[src/rtl/mem_access.sv]
// mem_access: Y86 memory stage; runs data-memory req/ack transactions for EX/MEM and drives MEM/WB.
// Ports:
//   clk, rst (async, active-low)
//   mem_valid, mem_icode, mem_rA, mem_rB, mem_valA, mem_valP, mem_valE : EX/MEM fields
//   stall_req                                  : combinational hold for EX/MEM and upstream
//   dmem_req, dmem_we, dmem_addr, dmem_wdata   : registered data-memory request
//   dmem_ack, dmem_err, dmem_rdata             : data-memory completion
//   wb_valid, wb_icode, wb_rA, wb_rB, wb_valE, wb_valM, wb_stat : registered MEM/WB result
//   halted                                     : sticky after any non-AOK status
module mem_access #(
   parameter int TIMEOUT = 16,
   parameter int CNT_W   = 5
) (
   input  logic        clk,
   input  logic        rst,
   input  logic        mem_valid,
   input  logic [7:0]  mem_icode,
   input  logic [7:0]  mem_rA,
   input  logic [7:0]  mem_rB,
   input  logic [31:0] mem_valA,
   input  logic [31:0] mem_valP,
   input  logic [31:0] mem_valE,
   output logic        stall_req,
   output logic        dmem_req,
   output logic        dmem_we,
   output logic [31:0] dmem_addr,
   output logic [31:0] dmem_wdata,
   input  logic        dmem_ack,
   input  logic        dmem_err,
   input  logic [31:0] dmem_rdata,
   output logic        wb_valid,
   output logic [7:0]  wb_icode,
   output logic [7:0]  wb_rA,
   output logic [7:0]  wb_rB,
   output logic [31:0] wb_valE,
   output logic [31:0] wb_valM,
   output logic [2:0]  wb_stat,
   output logic        halted
);
   localparam logic [2:0] ST_AOK = 3'd1;
   localparam logic [2:0] ST_HLT = 3'd2;
   localparam logic [2:0] ST_ADR = 3'd3;
   localparam logic [2:0] ST_INS = 3'd4;
   typedef enum logic [1:0] {IDLE, BUSY, HALTED} state_t;
   state_t state, state_nxt;
   logic [CNT_W-1:0] cnt;
   logic [3:0] op;
   logic is_inv, is_wr, is_rd, tmo;
   logic [31:0] req_addr, req_wdata;
   logic [2:0] idle_stat;
   // fields of the in-flight memory instruction, retired on ack/timeout
   logic [7:0] l_icode, l_rA, l_rB;
   logic [31:0] l_valE;
   logic l_rd;
   assign halted = (state == HALTED);
   always_comb begin
      op = mem_icode[3:0];
      is_inv = (mem_icode[7:4] != 4'h0) || (op > 4'hB);
      is_wr = !is_inv && (op == 4'h4 || op == 4'h8 || op == 4'hA);
      is_rd = !is_inv && (op == 4'h5 || op == 4'h9 || op == 4'hB);
      req_addr = (op == 4'h9 || op == 4'hB) ? mem_valA : mem_valE;
      req_wdata = (op == 4'h8) ? mem_valP : mem_valA;
      idle_stat = is_inv ? ST_INS : (op == 4'h0) ? ST_HLT : ST_AOK;
      // last allowed BUSY cycle without ack; stall is released here so upstream is not frozen
      tmo = (state == BUSY) && !dmem_ack && (cnt == CNT_W'(TIMEOUT - 1));
      stall_req = 1'b0;
      state_nxt = state;
      case (state)
         IDLE: begin
            stall_req = mem_valid && (is_wr || is_rd);
            if (mem_valid)
               state_nxt = (is_wr || is_rd) ? BUSY : (idle_stat != ST_AOK) ? HALTED : IDLE;
         end
         BUSY: begin
            stall_req = !dmem_ack && !tmo;
            state_nxt = dmem_ack ? (dmem_err ? HALTED : IDLE) : tmo ? HALTED : BUSY;
         end
         default: ;
      endcase
   end
   always_ff @(posedge clk or negedge rst)
      if (!rst) state <= IDLE;
      else state <= state_nxt;
   always_ff @(posedge clk or negedge rst) begin
      if (!rst) begin
         cnt <= '0;
         dmem_req <= 1'b0;
         dmem_we <= 1'b0;
         dmem_addr <= '0;
         dmem_wdata <= '0;
         wb_valid <= 1'b0;
         wb_icode <= '0;
         wb_rA <= '0;
         wb_rB <= '0;
         wb_valE <= '0;
         wb_valM <= '0;
         wb_stat <= ST_AOK;
         l_icode <= '0;
         l_rA <= '0;
         l_rB <= '0;
         l_valE <= '0;
         l_rd <= 1'b0;
      end else begin
         wb_valid <= 1'b0;
         case (state)
            IDLE: if (mem_valid) begin
               if (is_wr || is_rd) begin
                  dmem_req <= 1'b1;
                  dmem_we <= is_wr;
                  dmem_addr <= req_addr;
                  dmem_wdata <= req_wdata;
                  cnt <= '0;
                  l_icode <= mem_icode;
                  l_rA <= mem_rA;
                  l_rB <= mem_rB;
                  l_valE <= mem_valE;
                  l_rd <= is_rd;
               end else begin
                  wb_valid <= 1'b1;
                  wb_icode <= mem_icode;
                  wb_rA <= mem_rA;
                  wb_rB <= mem_rB;
                  wb_valE <= mem_valE;
                  wb_valM <= '0;
                  wb_stat <= idle_stat;
               end
            end
            BUSY: if (dmem_ack || tmo) begin
               dmem_req <= 1'b0;
               wb_valid <= 1'b1;
               wb_icode <= l_icode;
               wb_rA <= l_rA;
               wb_rB <= l_rB;
               wb_valE <= l_valE;
               wb_valM <= (dmem_ack && l_rd) ? dmem_rdata : '0;
               wb_stat <= (tmo || dmem_err) ? ST_ADR : ST_AOK;
            end else begin
               cnt <= cnt + 1'b1;
            end
            default: ;
         endcase
      end
   end
endmodule

[config.mk]
export PLATFORM = sky130hd
export DESIGN_NAME = mem_access
export DESIGN_NICKNAME = d
export VERILOG_FILES = /design/src/rtl/mem_access.sv
export SDC_FILE = /design/constraint.sdc
export NUM_CORES = 1
export LEC_CHECK = 0
export BUFFER_PORTS_ARGS = -buffer_cell sky130_fd_sc_hd__buf_4
export CORE_MARGIN = 10
export CORE_UTILIZATION = 55
export DETAILED_ROUTE_END_ITERATION = 12
export PLACE_DENSITY_LB_ADDON = 0.3
export SLEW_MARGIN = 10
export SYNTH_ARGS = -nofsm -noshare
export SYNTH_HDL_FRONTEND = slang
export SYNTH_SLANG_ARGS = --single-unit
[constraint.sdc]
create_clock -name clk -period 4.4 [get_ports clk]
set_input_delay 0.88 -clock clk [delete_from_list [all_inputs] [get_ports clk]]
set_output_delay 0.88 -clock clk [all_outputs]
set_load 0.05 [all_outputs]
==> results_dict.tcl, run 1 <==
set metrics [dict create \
    num_io_pins 317 \
    synthDistinctLibCells 37 \
    cp.arrival_ns 2.30 \
    grt_start_max_net_pins 195 \
    fin_util 0.751 \
    grt_pass1_vias 7759 \
    setup_violations 0 \
    max-vdd-ir-drop_v 0.000357 \
    tightest_slew_ns 1.09 \
    drv_slew 0 \
    route.detailed.drc 0 \
    rr_endpoint "wb_valM[3]" \
    antenna_cells 0 \
    cts_buffers 24 \
    start_util 0.559 \
    skew_ns 0.00956 \
    cts.sink_count 222 \
    cts.repair.resized 0 \
    insertion_delay_ns 0.51 \
    die_area_sq_mm 0.0233 \
    syn_area_sq_mm 0.00967 \
    io_buffers 316 \
    fp-row-count 48 \
    post-route-period-util 0.723 \
    p_per_area_mw_per_mm2 429 \
    overflow 0 \
    dr.max_layer_used "met5" \
    cts_buffer_depth 3 \
    multi_input_area_sq_mm 0.00380 \
    grt_pass1_wl_mm 43.5 \
    grt_use_total 0.228 \
    end_kind "output port" \
    post-cts-setup-buffers 0 \
    status "completed" \
    wl_met1_mm 10.9 \
    rsz0062_at_grt "false" \
    synth-edff-count 0 \
    fin_crit_ns 3.18 \
    path_max_fanout 10 \
    cts_tree "built" \
    fin_tns_setup_ns 0 \
    regArea_sq_mm 0.00556 \
    syn_avg_cell_area_sq_um 11.4 \
    ant_nets 0 \
    dr.pass1.iters 4 \
    core_area_sq_mm 0.0173 \
    p_leak_nw 6.82 \
    h-tree-depth 1 \
    seq_area_frac_synth 0.575 \
    wl_met2_mm 14.2 \
    rrSetupSlack_ns 1.74 \
    crit_type "reg -> out" \
    wl_met3_mm 1.88 \
    drive_gt1_frac 0.421 \
    hold_path_class "in -> async" \
    syn2layout_area_growth_pct 34.2 \
    drt_iter0_markers 507 \
    reg2reg_depth 4 \
    fmax_mhz 314 \
    routed_wl_mm 27.6 \
    wl_per_cell_microns 20.0 \
    slew_headroom 0.274 \
    layout_setup_ws_ns 1.22 \
    synth_flop_cell "dfrtp_1" \
    critPathRequiredTime_ns 3.52 \
    yosys_warnings 0 \
    gp_congestion 0.837 \
    die_h_microns 153 \
    hold_buffers 0 \
    final_hold_viol_count 0 \
    via_count 7371 \
    r2r_start "state[0]" \
    maxCapViolCount 0 \
    synth_seq_cells 222 \
    cts.reportedPaths.clkPinSlew_ns 0.06 \
    detail_route.vias_per_cell 5.33 \
    synthArstFlopShare 1.00 \
    n_fill_cell 1149 \
    final_nets 1301 \
    root_buffer "clkbuf_16" \
    critPathLaunchType "register" \
    fp.dieW_microns 153 \
    antenna_found_initial 1 \
    syn_inst 845 \
    place_hpwl_mm 19.3 \
    place_ws_ns 1.43 \
    syn_nets 1004 \
]
==> power breakdown <==
| part | internal (W) | total (W) | switching [W] | leakage, nW |
|---|---|---|---|---|
| combinational | 0.000401 | 0.00115 | 0.000752 | 3.47 |
| clock | 0.00135 | 0.00214 | 0.000794 | 0.422 |
| sequential | 0.00219 | 0.00228 | 0.0000891 | 2.93 |
==> state kept, by name (all words and copies together) (netlist names) <==
signal	count
dmem_addr	32
dmem_wdata	32
l_valE	32
wb_valE	32
wb_valM	32
l_icode	8
l_rA	8
l_rB	8
wb_icode	8
wb_rA	8
wb_rB	8
cnt	5
wb_stat	3
state	2
dmem_req	1
dmem_we	1
l_rd	1
wb_valid	1
==> Yosys cell counts, types with 2 or more instances <==
cell	n	area (sq um)
ha_1	2	25.0
buf_4	3	22.5
nand3_1	8	40.0
nor2_1	4	15.0
buf_1	4	15.0
nand2_1	241	905
nor2b_1	2	12.5
nand2b_1	2	12.5
and2_1	4	25.0
and3_1	4	25.0
nand3b_1	2	15.0
clkbuf_1	17	63.8
mux2i_1	65	651
a21oi_1	4	20.0
mux2_2	110	1240
o21ai_0	69	345
inv_1	4	15.0
dfrtp_1	221	5530
nor3b_1	3	22.5
buf_2	17	85.1
a22o_1	32	280
buf_6	12	135
==> final cells by class <==
type                       count  area share
inverter                       4     0.00116
timing repair buffer         325       0.190
clock buffer                  31      0.0538
clock inverter                11      0.0123
sequential                   222       0.428
tap                          225      0.0217
multi-input combinational    565       0.293
==> cells in the final DEF (no fill, tap or decap), types with 2 or more instances in the layout <==
master | netlist | layout
buf_4 | 3 | 322
nand2_1 | 241 | 240
dfrtp_1 | 221 | 221
mux2_2 | 110 | 110
o21ai_0 | 69 | 69
mux2i_1 | 65 | 65
a22o_1 | 32 | 32
clkbuf_16 | 0 | 25
nand3_1 | 8 | 8
clkinv_2 | 0 | 5
clkbuf_8 | 0 | 5
inv_1 | 4 | 4
and3_1 | 4 | 4
nor2_1 | 4 | 4
a21oi_1 | 4 | 4
and2_1 | 4 | 4
bufinv_16 | 0 | 4
nor3b_1 | 3 | 2
nand3b_1 | 2 | 2
ha_1 | 2 | 2
clkinvlp_4 | 0 | 2
buf_12 | 0 | 2
==> logic make-up (layout without fill, tap and decap cells) <==
kind of cell | count (synthesis) | count (layout) | share of synthesized area
buf+inv | 58 | 371 | 0.0356
simple gates | 275 | 275 | 0.117
compound gates | 113 | 113 | 0.0748
fa+ha+maj | 2 | 2 | 0.00259
flops | 222 | 222 | 0.575
mux | 175 | 175 | 0.195
==> worst max path at each step <==
stage | depth (start not counted) | startpoint | end | slack (ns)
6_report | 7 | cnt[0] | stall_req | 1.22
4_1_cts | 7 | cnt[0] | stall_req | 1.19
2_1_floorplan | 6 | mem_icode[5] | stall_req | 1.26
3_5_place_dp | 6 | mem_icode[5] | wb_valE[19] | 1.43
3_3_place_gp | 6 | mem_icode[5] | wb_valE[16] | 1.50
5_1_grt | 7 | cnt[0] | stall_req | 1.00
==> metrics by stage <==
| stage | cell area, sq um | power (W) | hold WS, ns | instances |
|---|---|---|---|---|
| finish | 13000 | 0.00557 | 0.481 | 1383 |
| global route | 13000 | 0.00578 | 0.496 | 1383 |
| CTS | 13000 | 0.00563 | 0.485 | 1383 |
| detailed placement | 12100 | 0.00347 | 0.471 | 1341 |
| global placement | 12100 | 0.00345 | 0.462 | 1341 |
| floorplan | 9670 | 0.00297 | 0.453 | 845 |
==> layer usage <==
layer | vias to the layer above | global-route usage
met5 | - | 0
met4 | 2 | 0.0658
met3 | 44 | 0.0604
met2 | 224 | 0.393
met1 | 3629 | 0.273
li1 | 3472 | -
==> critical path, cell delays in order (launching register included) <==
cell and delay [ns]:
dfrtp_1 0.41, ha_1 0.23, and3_1 0.19, ha_1 0.22, nor2_1 0.18, nand2_1 0.23, nand2_1 0.13, buf_4 0.22
(Power assumes the default switching activity.)
==> inputs of run 2 (changes only) <==
Settings changed: CORE_UTILIZATION 55 to 46.
Clock period 4.4 ns to 2.7 ns, I/O delays scaled along.
==> results_dict.tcl, run 2 (synthesis gave the netlist of run 1 again) <==
set metrics [dict create \
    power_switching_w 0.00266 \
    die_h_microns 165 \
    status "completed" \
    dr.max_layer_used "met4" \
    fin_tns_setup_ns 0 \
    dpl-instance-area_sq_mm 0.0123 \
    cts_tree "built" \
    setup_violations 0 \
    finalInstanceArea_sq_mm 0.0131 \
    wl_met3_mm 2.20 \
    p_int_w 0.00608 \
    cts_buffers 24 \
    holdWs_ns 0.249 \
    core_area_sq_mm 0.0204 \
    drt_iter0_markers 394 \
    max-vdd-ir-drop_v 0.000468 \
    grt_pass1_vias 7612 \
    dr.pass1.iters 5 \
    worst-path-buf-inv 1 \
    p_sw_frac 0.305 \
    insertion_delay_ns 0.51 \
    gp_congestion 0.828 \
    p_leak_nw 6.86 \
    final_nets 1312 \
    cpMaxStageDelayCell "dfrtp_1" \
    overflow 0 \
    crit_chain "ha_1 > and3_1 > ha_1 > nor2_2 > nand2_1 > nand2_2 > buf_6" \
    cts.sink_count 222 \
    skew_ns 0.00721 \
    post-route-period-util 0.969 \
    path_max_fanout 4 \
    critPathRequiredTime_ns 2.16 \
    ant_nets 0 \
    fp.dieW_microns 165 \
    drv_slew 0 \
    cts.reportedPaths.clkPinSlew_ns 0.06 \
    p_comb_frac 0.214 \
    fp-row-count 52 \
    power_w 0.00874 \
    antenna_found_initial 1 \
    maxCapViolCount 0 \
    cp.arrival_ns 2.08 \
    hold_path_class "in -> reg" \
    io_buffers 316 \
    h-tree-depth 1 \
    wl_per_cell_microns 19.2 \
    place_ws_ns 0.273 \
    num_io_pins 317 \
    clkPwrFrac 0.361 \
    cp_common_cell "ha_1" \
    max_stage_delay_ns 0.40 \
    detail_route.vias_per_cell 5.09 \
    p_per_area_mw_per_mm2 667 \
    fmax_mhz 382 \
    tightest_slew_ns 0.698 \
    die_area_sq_mm 0.0272 \
    end_kind "output port" \
    wl_met1_mm 11.0 \
    fin_crit_ns 2.62 \
    route.detailed.drc 0 \
    via_count 7329 \
    cts_buffer_depth 3 \
    power_frac_seq 0.424 \
    root_buffer "clkbuf_16" \
    syn2layout_area_growth_pct 35.6 \
    slew_headroom 0.535 \
    start_util 0.473 \
    routed_wl_mm 27.7 \
    drive_gt1_frac 0.424 \
    wl_met2_mm 13.8 \
    grt_use_total 0.195 \
    final_hold_viol_count 0 \
    final_cell_mix "325 x buf_4, 239 x nand2_1, 221 x dfrtp_1" \
    critPathLaunchType "register" \
    grt_start_max_net_pins 103 \
    place_hpwl_mm 20.0 \
    critPathTopFamily "simple AND/OR/NAND/NOR gates" \
    crit_type "reg -> out" \
    grt_pass1_wl_mm 42.7 \
    final_common_cell "buf_4" \
    layout_setup_ws_ns 0.0834 \
]
## run 2: cell count changes in the layout (fill, tap and decap cells not counted), moves of 3 or more
| cell | before | now |
|---|---|---|
| buf_12 | 2 | 8 |
| bufinv_16 | 4 | 0 |
| buf_4 | 322 | 325 |
| clkbuf_1 | 1 | 4 |
## run 2: power by group through the flow
stage          Combinational, W  Clock, W  Sequential [W]
4_1_cts                 0.00190   0.00323         0.00371
3_5_place_dp            0.00189         0         0.00377
6_report                0.00187   0.00316         0.00371
5_1_grt                 0.00198   0.00337         0.00374
3_3_place_gp            0.00188         0         0.00376
2_1_floorplan          0.000308         0         0.00454
## run 2: final cells by class
type	count	area (sq um)
fillers	1670	7320
flip-flops and latches	222	5560
multi-input cells	565	3800
repair buffers	336	2640
clock buffers	35	723
well taps	270	338
clock inverters	7	40.0
inverters	4	15.0
diodes	1	2.50
## run 2: worst paths after layout
check,cells after the start,from,end,slack [ns]
max in group asynchronous,3,rst,wb_valM[17],1.40
worst max-delay path,7,cnt[0],stall_req,0.08
worst min-delay path,2,dmem_rdata[13],wb_valM[13],0.25
worst max register to register,9,cnt[0],wb_valE[16],0.25
worst min register to register,2,dmem_addr[29],dmem_addr[29],0.48
min in group asynchronous,2,rst,dmem_addr[2],0.51
## run 2: stage by stage
step,std cells,utilization
global route,1439,0.642
floorplan,845,-
CTS,1437,0.641
global placement,1394,0.603
detailed placement,1394,0.603
finish,1440,0.642
## run 2: repair_timing
action | CTS | global route
hold buffers | 1 | 0
resized for setup | 0 | 3
buffers inserted | 0 | 2
hold endpoints to repair | 39 | 0
endpoints found under the setup margin | 0 | 1
## run 2: metal layers
| layer | up-vias | GRT usage |
|---|---|---|
| met3 | 39 | 0.0580 |
| met1 | 3569 | 0.237 |
| li1 | 3508 | - |
| met5 | - | 0 |
| met4 | 0 | 0.0527 |
| met2 | 213 | 0.331 |
